**src/rtl/alu16_sequencer_pkg.sv**
```systemverilog
// alu_pkg: shared opcodes, FSM encoding and widths for the 16-bit ALU sequencer.
package alu_pkg;
    localparam int DATA_W = 16;
    localparam int ALU_W = 8;
    localparam logic [2:0] ALU_ADD = 3'd0;
    localparam logic [2:0] ALU_SUB = 3'd1;
    localparam logic [2:0] ALU_SHR = 3'd2;
    localparam logic [2:0] ALU_SHL = 3'd3;
    localparam logic [2:0] ALU_AND = 3'd4;
    localparam logic [2:0] ALU_OR  = 3'd5;
    localparam logic [2:0] ALU_NOT = 3'd6;
    localparam logic [2:0] ALU_XOR = 3'd7;
    typedef enum logic [1:0] {IDLE, LO, HI, DONE} state_t;
endpackage

```
**src/rtl/alu16_sequencer_if.sv**
```systemverilog
// alu16_sequencer_if: operand-in and result-out valid/ready channels of the sequencer.
interface alu16_sequencer_if;
    import alu_pkg::*;
    logic in_valid;
    logic in_ready;
    logic [2:0] in_op;
    logic [DATA_W-1:0] in_a;
    logic [DATA_W-1:0] in_b;
    logic out_valid;
    logic out_ready;
    logic [DATA_W-1:0] out_result;
    logic out_carry;
    logic out_zero;
    modport master(output in_valid, in_op, in_a, in_b, out_ready,
                   input in_ready, out_valid, out_result, out_carry, out_zero);
    modport slave(input in_valid, in_op, in_a, in_b, out_ready,
                  output in_ready, out_valid, out_result, out_carry, out_zero);
endinterface

```
**src/rtl/alu16_sequencer_alu.sv**
```systemverilog
// alu: 8-bit combinational ALU; carry is only meaningful for ADD/SUB/shift ops.
module alu
    import alu_pkg::*;
(
    input  logic [2:0]       op_i,
    input  logic [ALU_W-1:0] a_i,
    input  logic [ALU_W-1:0] b_i,
    output logic [ALU_W-1:0] y_o,
    output logic             carry_o
);
    logic [ALU_W:0] sum, diff;
    assign sum = {1'b0, a_i} + {1'b0, b_i};
    assign diff = {1'b0, a_i} - {1'b0, b_i};
    always_comb begin
        y_o = a_i ^ b_i;
        carry_o = 1'b0;
        case (op_i)
            ALU_ADD: {carry_o, y_o} = sum;
            ALU_SUB: {carry_o, y_o} = diff;
            ALU_SHR: {y_o, carry_o} = {1'b0, a_i};
            ALU_SHL: {carry_o, y_o} = {a_i, 1'b0};
            ALU_AND: y_o = a_i & b_i;
            ALU_OR:  y_o = a_i | b_i;
            ALU_NOT: y_o = ~a_i;
            default: y_o = a_i ^ b_i;
        endcase
    end
endmodule

```
**src/rtl/alu16_sequencer.sv**
```systemverilog
// alu16_sequencer: 16-bit ALU op built from two time-shared 8-bit passes, low byte first.
module alu16_sequencer
    import alu_pkg::*;
(
    input logic clk,
    input logic rst,
    alu16_sequencer_if.slave io
);
    state_t state_q, state_d;
    logic [2:0] op_q;
    logic [DATA_W-1:0] a_q, b_q, res_q;
    logic [ALU_W-1:0] lo_q, lo_d, hi_d, alu_a, alu_b, alu_y;
    logic c_q, c_d, carry_q, carry_d, zero_q, alu_c;

    assign alu_a = state_q == HI ? a_q[15:8] : a_q[7:0];
    assign alu_b = state_q == HI ? b_q[15:8] : b_q[7:0];

    alu u_alu (.op_i(op_q), .a_i(alu_a), .b_i(alu_b), .y_o(alu_y), .carry_o(alu_c));

    // Chain bit c bridges the passes: ADD carry, SUB borrow; shifts inject the neighbour byte's bit.
    always_comb begin
        state_d = state_q;
        lo_d = op_q == ALU_SHR ? {a_q[8], alu_y[6:0]} : alu_y;
        c_d = op_q == ALU_ADD ? alu_c : op_q == ALU_SUB ? a_q[7:0] < b_q[7:0] : 1'b0;
        hi_d = op_q == ALU_ADD ? alu_y + {7'b0, c_q} :
               op_q == ALU_SUB ? alu_y - {7'b0, c_q} :
               op_q == ALU_SHL ? {alu_y[7:1], a_q[7]} : alu_y;
        carry_d = op_q == ALU_ADD ? alu_c | (&alu_y & c_q) :
                  op_q == ALU_SUB ? a_q < b_q :
                  op_q == ALU_SHR ? a_q[0] :
                  op_q == ALU_SHL ? a_q[15] : 1'b0;
        state_d = state_q == IDLE ? (io.in_valid ? LO : IDLE) :
                  state_q == LO ? HI :
                  state_q == HI ? DONE : (io.out_ready ? IDLE : DONE);
    end

    always_ff @(posedge clk) begin
        if (rst) begin
            state_q <= IDLE;
            res_q <= '0;
            carry_q <= 1'b0;
            zero_q <= 1'b0;
        end else begin
            state_q <= state_d;
            if (state_q == IDLE && io.in_valid) begin
                op_q <= io.in_op;
                a_q <= io.in_a;
                b_q <= io.in_b;
            end
            if (state_q == LO) begin
                lo_q <= lo_d;
                c_q <= c_d;
            end
            if (state_q == HI) begin
                res_q <= {hi_d, lo_q};
                carry_q <= carry_d;
                zero_q <= {hi_d, lo_q} == '0;
            end
        end
    end

    assign io.in_ready = state_q == IDLE;
    assign io.out_valid = state_q == DONE;
    assign io.out_result = res_q;
    assign io.out_carry = carry_q;
    assign io.out_zero = zero_q;
endmodule

```
**src/flat_wrapper.sv**
```systemverilog
// flat-port wrapper written by rule: the top's interface ports become plain ports
module alu16_sequencer_flat import alu_pkg::*;
  (clk, rst, io_in_valid, io_in_op, io_in_a, io_in_b, io_out_ready, io_in_ready, io_out_valid, io_out_result, io_out_carry, io_out_zero);
  alu16_sequencer_if io_i ();
  input logic clk;
  input logic rst;
  input wire logic [$bits(io_i.in_valid)-1:0] io_in_valid;
  input wire logic [$bits(io_i.in_op)-1:0] io_in_op;
  input wire logic [$bits(io_i.in_a)-1:0] io_in_a;
  input wire logic [$bits(io_i.in_b)-1:0] io_in_b;
  input wire logic [$bits(io_i.out_ready)-1:0] io_out_ready;
  output wire logic [$bits(io_i.in_ready)-1:0] io_in_ready;
  output wire logic [$bits(io_i.out_valid)-1:0] io_out_valid;
  output wire logic [$bits(io_i.out_result)-1:0] io_out_result;
  output wire logic [$bits(io_i.out_carry)-1:0] io_out_carry;
  output wire logic [$bits(io_i.out_zero)-1:0] io_out_zero;
  assign io_i.in_valid = io_in_valid;
  assign io_i.in_op = io_in_op;
  assign io_i.in_a = io_in_a;
  assign io_i.in_b = io_in_b;
  assign io_i.out_ready = io_out_ready;
  assign io_in_ready = io_i.in_ready;
  assign io_out_valid = io_i.out_valid;
  assign io_out_result = io_i.out_result;
  assign io_out_carry = io_i.out_carry;
  assign io_out_zero = io_i.out_zero;
  alu16_sequencer u_core (.clk(clk), .rst(rst), .io(io_i));
endmodule
```
**config.mk**
```make
export PLATFORM = sky130hd
export DESIGN_NAME = alu16_sequencer_flat
export DESIGN_NICKNAME = d
export VERILOG_FILES = /design/src/rtl/alu16_sequencer_pkg.sv /design/src/rtl/alu16_sequencer_if.sv /design/src/rtl/alu16_sequencer_alu.sv /design/src/rtl/alu16_sequencer.sv /design/src/flat_wrapper.sv
export SDC_FILE = /design/constraint.sdc
export NUM_CORES = 1
export LEC_CHECK = 0
export ABC_AREA = 0
export BUFFER_PORTS_ARGS = -buffer_cell sky130_fd_sc_hd__buf_2
export CORE_MARGIN = 4
export CORE_UTILIZATION = 30
export CTS_BUF_LIST = sky130_fd_sc_hd__clkbuf_16
export CTS_CLUSTER_DIAMETER = 150
export DETAILED_ROUTE_END_ITERATION = 16
export GPL_ROUTABILITY_DRIVEN = 1
export MAX_ROUTING_LAYER = met4
export PLACE_DENSITY_LB_ADDON = 0.15
export SLEW_MARGIN = 40
export SYNTH_ARGS = -nofsm -noshare
export SYNTH_HDL_FRONTEND = slang
export SYNTH_HIERARCHICAL = 1
export SYNTH_SLANG_ARGS = --single-unit
```
**constraint.sdc**
```tcl
create_clock -name clk -period 11.77 [get_ports clk]
set_input_delay 0.5885 -clock clk [delete_from_list [all_inputs] [get_ports clk]]
set_output_delay 0.5885 -clock clk [all_outputs]
set_load 0.02 [all_outputs]
```
==> flow_summary_export.csv <==
group,metric,value,unit
run_status,status,"finished, final reports clean",
detailed_routing,totalWireLength,11400,µm
worst_setup_path,cp-start-kind,"flop",
timing,period_share,38.4,%
logic_synthesis,synthXorXnorAreaFrac,0.958,%
power_and_ir_drop,clock_power_share,38.9,%
worst_setup_path,cp.arrival,4.78,ns
global_routing,grt.total_usage,14.1,%
worst_setup_path,critPathCaptureType,"flop",
placement,dpl_cell_area,5010,µm²
logic_synthesis,synthMuxAreaShare,3.28,%
timing,relSlewSlack,57.2,%
job,max_cap_viol_count,0,
logic_synthesis,synthSimpleGateAreaFrac,19.6,%
logic_synthesis,synth_compound_area_share,18.9,%
placement,dp_hpwl,8720,µm
timing,finClkSkew,0.0119,ns
clocking,cts_buffer_depth,2,
worst_setup_path,path_class,"reg2reg",
finish,insertedDiodeCount,0,
finish,synthToLayoutAreaGrowth,16.9,%
logic_synthesis,yosys-top-cells-area,"edfxtp_1, ha_1, dfxtp_1",
die,io_pins,59,
logic_synthesis,synth-edff-count,44,
global_routing,grt_max_degree,56,
logic_synthesis,synthDistinctLibCells,75,
global_routing,grt_pass1_wl,19100,µm
clocking,cts.clk_slew.worst_paths,0.06,ns
logic_synthesis,async_flop_share,0,%
logic_synthesis,syn-cell-area,4570,µm²
placement,gp_congestion,0.873,
worst_setup_path,cp.required,12.02,ns
power_and_ir_drop,ir_drop,0.000108,V
clocking,post_cts_resized,0,
logic_synthesis,yosysWarnings,6,
timing,hold_viol_final,0,
detailed_routing,vias,3691,
finish,nNetsFinal,637,
logic_synthesis,synth_top_cell_by_area,"edfxtp_1",
detailed_routing,final_antenna_net_count,0,
global_routing,antenna_found_initial,0,
die,initial_core_util,31.0,%
die,die_h,131,µm
timing,tightest_slew,0.642,ns
finish,layout-drive-gt1-share,18.7,%
clocking,clock_latency,0.34,ns
finish,final_cell_mix,"nand2_1, buf_2, inv_1, ha_1, edfxtp_1",
detailed_routing,post_drt_wl_per_cell,15.4,µm
die,chipWidth,131,µm
timing,finalSetupTns,0,ns
logic_synthesis,synth_ff_type,"edfxtp_1",
die,rows,44,
detailed_routing,drcViolationCount,0,
logic_synthesis,yosysTopAreaCellShare,28.9,%
finish,final_common_cell,"nand2_1",
power_and_ir_drop,switching_share,29.9,%
logic_synthesis,synth.net_count,588,
timing,setup_viol,0,
finish,fin_area,5350,µm²
logic_synthesis,ys_ff_latch,64,
global_routing,grt_pass1_vias,3739,
global_routing,overflow,0,
detailed_routing,drt_iter0_drc,220,
worst_setup_path,path_max_fanout,42,
timing,rsz0062_at_grt,"no",
logic_synthesis,syn_avg_cell_area,9.09,µm²
worst_hold_path,hold_class,"in2reg",
logic_synthesis,ys_seq_area_share,37.6,%
power_and_ir_drop,combPwrFrac,24.7,%
power_and_ir_drop,leakagePower,2.27,nW
logic_synthesis,synth_top_family_by_area,"simple AND/OR/NAND/NOR gates",
die,die_area,17300,µm²
power_and_ir_drop,cellPowerDensity,135,nW/µm²
timing,fin_crit,4.52,ns
timing,finalMaxSlewViolations,0,
clocking,cts_sinks,64,
logic_synthesis,synthAdderAreaFrac,12.9,%
placement,io_buffers,58,
clocking,tritoncts,"built",
logic_synthesis,synthCells,503,
clocking,postCtsSetupBuffers,0,
power_and_ir_drop,p_int,0.505,mW
clocking,hold_buffers,0,
clocking,h-tree-depth,3,
detailed_routing,firstDrtPassIters,4,
timing,max_freq,0.221,GHz
power_and_ir_drop,p_seq_share,36.3,%
power_and_ir_drop,p_sw,0.216,mW
clocking,numCtsBuffers,9,
detailed_routing,via_per_inst,4.98,
die,core_area,14800,µm²
clocking,cts_root_buf,"clkbuf_16",
-- flip-flops by register name (all words and copies together) (netlist names) --
name	count
u_core/io.out_result	16
u_core/lo_q	8
u_core/op_q	3
u_core/state_q	2
u_core/b_q	16
u_core/io.out_zero	1
u_core/a_q	16
u_core/c_q	1
u_core/io.out_carry	1
-- final timing paths --
path | slack [ns] | end | depth (start not counted) | start
max | 7.25 | u_core/io.out_carry$_SDFFE_PP0P_ | 17 | u_core/state_q[1]$_SDFF_PP0_
min | 0.43 | u_core/a_q[15]$_DFFE_PP_ | 1 | io_in_a[15]
max reg2reg | 7.25 | u_core/io.out_carry$_SDFFE_PP0P_ | 17 | u_core/state_q[1]$_SDFF_PP0_
min reg2reg | 0.45 | u_core/io.out_result[9]$_SDFFE_PP0P_ | 2 | u_core/io.out_result[9]$_SDFFE_PP0P_
-- metrics by stage --
| step | hold slack [ns] | setup WS [ns] | utilization [%] | cells | power [mW] |
|---|---|---|---|---|---|
| floorplan | 0.488 | 7.57 | - | 503 | 0.398 |
| global placement | 0.443 | 7.45 | 34.0 | 725 | 0.442 |
| detailed placement | 0.445 | 7.30 | 34.0 | 725 | 0.444 |
| CTS | 0.410 | 7.28 | 36.2 | 741 | 0.731 |
| global route | 0.412 | 6.73 | 36.2 | 741 | 0.763 |
| finish | 0.429 | 7.25 | 36.2 | 741 | 0.721 |
-- synthesized netlist by cell type, drive strengths merged, types with 3 or more instances --
master  number
edfxtp      44
o211ai       6
a21o         7
a211oi       3
nand3b       3
nor3         9
nand2       75
a22oi        4
nor2        26
o21a         3
buf         12
dfxtp       20
nor3b        3
nand4        7
o21ai       35
and3         5
inv         46
nand3       11
o22ai        3
or3          8
clkbuf      14
nand2b       6
nor2b       10
mux2i        6
xnor2        4
mux2         4
o21bai       5
a21oi       36
nor4         4
ha          44
-- critical path, stage by stage (launching register included) --
cell,delay (ns)
dfxtp_1,0.45
nor2b_2,0.18
buf_4,0.36
nand2_1,0.09
o21ai_0,0.20
inv_1,0.17
ha_1,0.36
o21bai_1,0.09
a21oi_2,0.23
xnor2_1,0.09
nor3_1,0.20
o211ai_1,0.13
a22oi_1,0.45
or4b_4,0.58
or3_1,0.42
o211ai_1,0.14
nor2_1,0.07
a211oi_1,0.22
-- routing by layer --
metal	share of wire, %	vias up	GRT usage (%)
met3	3.6	8	3.29
met4	1.1	0	4.67
met1	50	1712	18.3
met2	46	79	21.6
li1	-	1892	-
met5	0	-	-
-- power groups by stage --
| stage | logic, mW | registers (mW) | clock network, mW |
|---|---|---|---|
| floorplan | 0.128 | 0.270 | 0 |
| global placement | 0.176 | 0.266 | 0 |
| detailed placement | 0.178 | 0.267 | 0 |
| CTS | 0.178 | 0.262 | 0.291 |
| global route | 0.200 | 0.263 | 0.299 |
| finish | 0.178 | 0.262 | 0.281 |
-- logic make-up (layout without fill, tap and decap cells) --
kind of cell	after synthesis	in the layout
simple gates	177	177
compound gates	127	127
buf+inv	72	126
flops	64	64
fa+ha+maj	46	46
mux	12	12
xor+xnor	5	5
-- final cells by class --
class / instances / area (µm²)
Multi-Input combinational cell: 367 / 2560
Timing Repair Buffer: 64 / 335
Clock buffer: 12 / 300
Tap cell: 184 / 230
Inverter: 46 / 173
Clock inverter: 4 / 27.5
Fill cell: 1538 / 9410
Sequential cell: 64 / 1720
Power figures use the tool's default switching activity.
